$ cat config.mk
export PLATFORM = sky130hd
export DESIGN_NAME = clock_divider_bank
export DESIGN_NICKNAME = d
export VERILOG_FILES = /design/src/rtl/clock_divider_bank.sv
export SDC_FILE = /design/constraint.sdc
export NUM_CORES = 1
export LEC_CHECK = 0
export ABC_AREA = 1
export BUFFER_PORTS_ARGS = -buffer_cell sky130_fd_sc_hd__buf_4
export CAP_MARGIN = 20
export CORE_AREA = 2 2 150 152
export DETAILED_ROUTE_END_ITERATION = 10
export DIE_AREA = 0 0 152 154
export PLACE_DENSITY = 0.74
export SLEW_MARGIN = 20
export SYNTH_ARGS = -nofsm -noshare
export SYNTH_HDL_FRONTEND = slang
export SYNTH_SLANG_ARGS = --single-unit
export TNS_END_PERCENT = 20
$ cat constraint.sdc
create_clock -name CLK -period 3.17 [get_ports CLK]
set_clock_uncertainty 0.2 [all_clocks]
set_input_delay 0.634 -clock CLK [delete_from_list [all_inputs] [get_ports CLK]]
set_output_delay 0.634 -clock CLK [all_outputs]
set_load 0.02 [all_outputs]
$ cat src/rtl/clock_divider_bank.sv
// Bank of NUM_CH independent integer clock dividers; divisor changes take effect only at a period wrap.
// Defining CLOCK_DIVIDER_BANK_SYNC_EN adds a SYNC input that realigns all running channels to phase 0.
module clock_divider_bank #(
    parameter int NUM_CH    = 4,
    parameter int DIV_WIDTH = 8
) (
    input  logic                        CLK,
    input  logic                        RESET_N,
    input  logic [NUM_CH-1:0]           ENABLE,
    input  logic [NUM_CH-1:0]           LOAD,
    input  logic [NUM_CH*DIV_WIDTH-1:0] DIV,
`ifdef CLOCK_DIVIDER_BANK_SYNC_EN
    input  logic                        SYNC,
`endif
    output logic [NUM_CH-1:0]           CLK_OUT,
    output logic [NUM_CH-1:0]           TICK,
    output logic [NUM_CH-1:0]           ACTIVE
);
    localparam logic [DIV_WIDTH-1:0] MIN_DIV  = DIV_WIDTH'(2);
    localparam logic [DIV_WIDTH-1:0] ONE      = DIV_WIDTH'(1);
    localparam logic [DIV_WIDTH:0]   ONE_WIDE = (DIV_WIDTH+1)'(1);

    logic sync_req;
`ifdef CLOCK_DIVIDER_BANK_SYNC_EN
    assign sync_req = SYNC;
`else
    assign sync_req = 1'b0;
`endif

    for (genvar k = 0; k < NUM_CH; k++) begin : g_ch
        logic [DIV_WIDTH-1:0] na, np, cnt;
        logic                 pend, run, clk_q, tick_q;
        logic [DIV_WIDTH-1:0] na_n, np_n, cnt_n, div_in, div_raw;
        logic                 pend_n, run_n, wrap;
        logic [DIV_WIDTH:0]   half_n;

        assign div_raw = DIV[k*DIV_WIDTH +: DIV_WIDTH];
        assign div_in  = (div_raw < MIN_DIV) ? MIN_DIV : div_raw;
        assign wrap    = (cnt == na - ONE);

        always_comb begin
            na_n   = na;
            np_n   = np;
            cnt_n  = cnt;
            pend_n = pend;
            run_n  = run;
            if (!ENABLE[k]) begin
                // Stopping: any pending divisor becomes active right away.
                run_n  = 1'b0;
                cnt_n  = '0;
                pend_n = 1'b0;
                if (LOAD[k])
                    na_n = div_in;
                else if (pend)
                    na_n = np;
            end else if (!run) begin
                run_n = 1'b1;
                cnt_n = '0;
                if (LOAD[k])
                    na_n = div_in;
            end else if (wrap || sync_req) begin
                cnt_n  = '0;
                pend_n = 1'b0;
                if (LOAD[k])
                    na_n = div_in;
                else if (pend)
                    na_n = np;
            end else begin
                cnt_n = cnt + ONE;
                if (LOAD[k]) begin
                    np_n   = div_in;
                    pend_n = 1'b1;
                end
            end
            half_n = ({1'b0, na_n} + ONE_WIDE) >> 1;
        end

        // Outputs are decoded from next state so they leave the flops aligned with the phase.
        always_ff @(posedge CLK) begin
            if (!RESET_N) begin
                na     <= MIN_DIV;
                np     <= MIN_DIV;
                cnt    <= '0;
                pend   <= 1'b0;
                run    <= 1'b0;
                clk_q  <= 1'b0;
                tick_q <= 1'b0;
            end else begin
                na     <= na_n;
                np     <= np_n;
                cnt    <= cnt_n;
                pend   <= pend_n;
                run    <= run_n;
                clk_q  <= run_n && ({1'b0, cnt_n} < half_n);
                tick_q <= run_n && (cnt_n == na_n - ONE);
            end
        end

        assign CLK_OUT[k] = clk_q;
        assign TICK[k]    = tick_q;
        assign ACTIVE[k]  = run;
    end

endmodule

# Word-level counts from Yosys, hierarchy flattened
# Index checks and enable logic that the tools add are counted.
[totals]
register_bits = 112
output_inout_bits = 12
[op_classes]
n_addsub = 16
eq_ne = 8
magnitude_cmp = 8
mux = 52
bitwise_logic = 4
n_reduce_logical = 24
[op_table]
columns = ["cell", "count"]
rows = [
  ["8-bit two-way mux", 40],
  ["8-bit == test", 8],
  ["8-bit by 1-bit subtractor with 8-bit output, second input constant", 8],
  ["8-bit by 1-bit adder with 9-bit output, second input constant", 4],
  ["8-bit by 1-bit adder with 8-bit output, second input constant", 4],
  ["8-bit by 2-bit less-than comparator with 1-bit output, second input constant", 4],
  ["8-bit less-than comparator", 4],
  ["2-bit AND reduction", 8],
  ["4-bit AND reduction", 4],
  ["1-bit two-way mux", 12],
  ["1-bit logical AND", 8],
  ["2-bit nonzero test", 4],
  ["1-bit inverter", 4],
]

# Depth between registers and ports, before layout
[depth]
ltp_word = 9
depth_mapped = 29
mapped_depth_nobuf = 29

# Worst setup path after synthesis
# OpenSTA, ideal clock, no wires.
[synth_timing]
path_kind = "register to register"
start = "register g_ch[3].na[0]"
end = "register g_ch[3].clk_q"
t_arrival_ns = 3.127
period_less_slack_ns = 3.407
n_path_buf = 0
required_time_ns = 2.889
path_slack_ns = -0.237
path_stages_with_launch = 23
setup_time_ns = 0.081
cell_sequence = "dfxtp_1 -> inv_2 -> ha_1 -> xor2_1 -> nand3_1 -> nor2_1 -> nand2_1 -> nor2_4 -> nand2_4 -> nand3_4 -> inv_2 -> nand2_1 -> nand3_2 -> inv_1 -> ha_1 -> nor3b_2 -> nand4_1 -> nor2_1 -> nand2_1 -> ha_1 -> a211oi_1 -> nand3_1 -> a41oi_1"
[synth_via]
elab_chain_len = 8
elab_cells_between_ends = 14
cone_classes = "2 x add/sub; 1 x order compare; 1 x eq/ne; 9 x mux; 1 x reduce/logical"
[synth_lines]
columns = ["item", "line", "text"]
rows = [
  ["start: declaration", "31", "logic [DIV_WIDTH-1:0] na, np, cnt;"],
  ["start signal: assignment", "89", "na <= na_n;"],
  ["8-bit by 1-bit subtractor with 8-bit output or 8-bit two-way mux (tied branches)", "39, 54, 66", ""],
  ["8-bit == test or 8-bit two-way mux (tied branches)", "39, 52, 64", ""],
  ["8-bit two-way mux", "61", "end else if (wrap || sync_req) begin"],
  ["8-bit two-way mux", "56", "end else if (!run) begin"],
  ["8-bit two-way mux *", "47", "if (!ENABLE[k]) begin"],
  ["named net g_ch[3].na_n[0]", "33", "logic [DIV_WIDTH-1:0] na_n, np_n, cnt_n, div_in, div_raw;"],
  ["8-bit by 1-bit adder with 9-bit output *", "75", "half_n = ({1'b0, na_n} + ONE_WIDE) >> 1;"],
  ["8-bit less-than comparator *", "94", "clk_q <= run_n && ({1'b0, cnt_n} < half_n);"],
  ["1-bit logical AND *", "94", ""],
  ["end signal: assignment", "94", ""],
  ["end: declaration", "32", "logic pend, run, clk_q, tick_q;"],
]
# The timed path passes the listed nets; every way through them passes the cells marked *.
# A chain may end at the register's enable or synchronous reset.

# Worst setup path after layout
[layout_timing]
start = "register g_ch[3].na[0]"
end = "register g_ch[3].clk_q"
[layout_via]
elab_chain_len = 8
elab_cells_between_ends = 14
cone_classes = "2 x add/sub; 1 x order compare; 1 x eq/ne; 9 x mux; 1 x reduce/logical"
[layout_lines]
columns = ["item", "line", "text"]
rows = [
  ["8-bit by 1-bit subtractor with 8-bit output", "39", "assign wrap = (cnt == na - ONE);"],
  ["8-bit == test", "39", ""],
  ["8-bit two-way mux", "61", ""],
  ["8-bit two-way mux", "56", ""],
  ["8-bit two-way mux", "47", ""],
  ["named net g_ch[3].na_n[1]", "33", ""],
  ["8-bit by 1-bit adder with 9-bit output", "75", ""],
  ["8-bit less-than comparator", "94", ""],
  ["1-bit logical AND", "94", ""],
]
# The timed path passes the listed nets, and every way through them passes these cells.

==> impl_metrics.py <==
metrics = {
    "timing": {
        "holdWs_ns": 0.2585,
        "hold_viol": 0,
        "fin_crit_ns": 3.360,
        "slew_headroom": 0.4854,
        "rsz0062_at_grt": "true",
        "fin_tns_setup_ns": -0.6899,
        "fin_crit_sh": 1.060,
        "setup_violations": 5,
        "tightest_slew_ns": 0.7707,
        "max_freq_ghz": 0.2976,
        "maxSlewViolCount": 0,
        "setup_ws_ns": -0.1897,
    },
    "worst_setup_path": {
        "cp.arrival_ns": 3.45,
        "worst_setup_path_end_kind": "register",
        "max_stage_delay_ns": 0.34,
        "worstSetupPathType": "register to register",
        "slowest_stage": "dfxtp_2",
        "cp_num_buf_inv": 7,
        "cp_max_fo": 4,
        "crit_top_cell": "nand2_1",
        "crit_family": "simple AND/OR/NAND/NOR gates",
        "crit_required_ns": 3.26,
        "worstSetupStartpointType": "register",
    },
    "pwr": {
        "p_total_mw": 4.226,
        "p_leak_nw": 6.005,
        "peakVddDrop_uv": 238.4,
        "p_per_area_nw_per_um2": 344.2,
    },
    "floorplan": {
        "ios": 54,
        "die_x_microns": 152,
        "die_h_microns": 154,
        "die_area_sq_um": 23410,
        "start_util": 0.4439,
        "coreArea_sq_um": 21690,
        "rows": 54,
    },
    "clocking": {
        "cts_buffer_depth": 2,
        "cts_tree": "done",
        "clkTransAtPathRegs_ns": 0.07,
        "clkSinkCount": 112,
        "cts_buffers": 9,
        "insertion_delay_ns": 0.37,
        "h-tree-depth": 3,
        "cts_root_buffer": "clkbuf_16",
        "hold_buffers": 0,
    },
    "grt": {
        "grt_pass1_wl_microns": 46000,
        "grt_antenna_before_repair": 0,
        "grt_max_degree": 43,
        "overflow": 0,
        "grt_pass1_vias": 10057,
        "track_usage": 0.2319,
    },
    "yosys": {
        "ys_types": 48,
        "yosys_warnings": 0,
        "synth_area_sq_um": 9627,
        "synth_largest_area_cell": "dfxtp_1",
        "ys_seq_area_frac": 0.2329,
        "avgSynthCellArea_sq_um": 6.219,
        "mappedNetlistNets": 1634,
        "synth_ff_type": "dfxtp_1",
        "synth_edf_count": 0,
        "ys_ff_latch": 112,
        "synth.top_cell.area_share": 0.2329,
        "async_reset_ff_frac": 0,
        "netlist_instances": 1548,
        "synthTopCellsByArea": "dfxtp_1 23%, nand2_1 15%, nor2_1 7.5%",
    },
    "final_layout": {
        "nFillCells": 2007,
        "postLayoutCellArea_sq_um": 12280,
        "drive_above_1_share": 0.2561,
        "stdcell_count": 2053,
        "diodes": 0,
        "area_delta_synth_final_pct": 27.53,
        "nets": 1856,
        "final_core_util": 0.5661,
    },
    "run_status": {
        "violations": "setup timing",
        "status": "complete, but fails checks",
    },
    "detailed_routing": {
        "wirelength_microns": 27360,
        "vias": 10488,
        "drc_errors": 0,
        "wl_per_cell_microns": 13.33,
        "antenna_left": 0,
        "viasPerCell": 5.109,
        "initialDrtViolationCount": 695,
        "firstDrtPassIters": 6,
    },
    "placed_design": {
        "placed_cells": 2024,
        "port_buffers": 53,
        "gp_congestion": 0.9602,
        "hpwl_microns": 21270,
        "placed_area_sq_um": 11630,
        "dpl_worst_slack_ns": -0.3171,
    },
    "hold_path": {
        "hold_path.class": "register to register",
    },
    "run": {
        "maxCapViolCount": 0,
    },
}
[metal layers]
layer	share of wire	track usage	routed length, microns
met1	0.44	0.2837	12160
met3	0.042	0.03298	1136
met2	0.49	0.4193	13510
met5	0	0	0
met4	0.020	0.07388	547
[final timing paths]
kind	from	end	slack, ns	depth (start not counted)
max	g_ch[3].na[0]	g_ch[3].clk_q	-0.19	27
min	g_ch[1].np[0]	g_ch[1].np[0]	0.26	2
max reg2reg	g_ch[3].na[0]	g_ch[3].clk_q	-0.19	27
min reg2reg	g_ch[1].np[0]	g_ch[1].np[0]	0.26	2
[power breakdown]
| group | switching [mW] | total [mW] | internal (mW) |
|---|---|---|---|
| Sequential | 0.0510 | 1.51 | 1.46 |
| Clock | 0.549 | 1.15 | 0.604 |
| Combinational | 0.891 | 1.56 | 0.670 |
[synth_stat cells, types with 13 or more instances]
cell type / n
a21oi_1: 81
buf_4: 13
clkbuf_1: 24
dfxtp_1: 112
ha_1: 44
inv_1: 169
inv_2: 23
nand2_1: 393
nand2_2: 28
nand3_1: 141
nand3_2: 14
nand4_1: 20
nor2_1: 193
nor2_2: 17
o21a_1: 14
o21ai_0: 89
xnor2_1: 20
xor2_1: 47
[flip-flops by register name, indices dropped and copies added, names as in the netlist]
register,count
g_ch.cnt,32
g_ch.run,4
g_ch.pend,4
g_ch.na,32
g_ch.clk_q,4
g_ch.tick_q,4
g_ch.np,32
[layout make-up]
class / count / area [sq um] / share of cell area
clock buffer: 10 / 229.0 / 0.01865
clock inverter: 4 / 47.55 / 0.003873
inverter: 196 / 748.2 / 0.06095
multi-input combinational: 1195 / 6710 / 0.5466
sequential: 112 / 2250 / 0.1832
tap: 280 / 350.3 / 0.02854
timing repair buffer: 256 / 1942 / 0.1582
[cell families (layout without fill, tap and decap cells)]
logic type	count (synthesis)	in the layout	synth area share
xor+xnor	68	68	0.06265
flops	112	112	0.2329
fa+ha+maj	44	44	0.05719
simple gates	871	871	0.4254
compound gates	212	212	0.1214
buf+inv	241	466	0.1005
[placed cells by master, fill, tap and decap left out, types with 27 or more instances in the layout]
| cell type | synthesis | layout |
|---|---|---|
| buf_4 | 13 | 253 |
| xor2_1 | 47 | 45 |
| inv_1 | 169 | 161 |
| nor2_1 | 193 | 189 |
| nand2_2 | 28 | 39 |
| dfxtp_1 | 112 | 106 |
| nand2_1 | 393 | 380 |
| nand3_1 | 141 | 132 |
| ha_1 | 44 | 35 |
| o21ai_0 | 89 | 85 |
| inv_2 | 23 | 27 |
| a21oi_1 | 81 | 80 |
[tightest hold or removal path, delay by kind of cell (launching register included)]
kind               cells  cell delay (ns)
DFF                    1             0.31
and+or+nand+nor        1             0.06
AOI/OAI and AO/OA      1             0.05
[what timing repair did]
action | in CTS | in global routing
setup buffers | 11 | 4
pin swaps | 37 | 20
resized for setup | 42 | 21
endpoints found under the setup margin | 5 | 8
No activity file was read; power rests on OpenSTA's default activity.
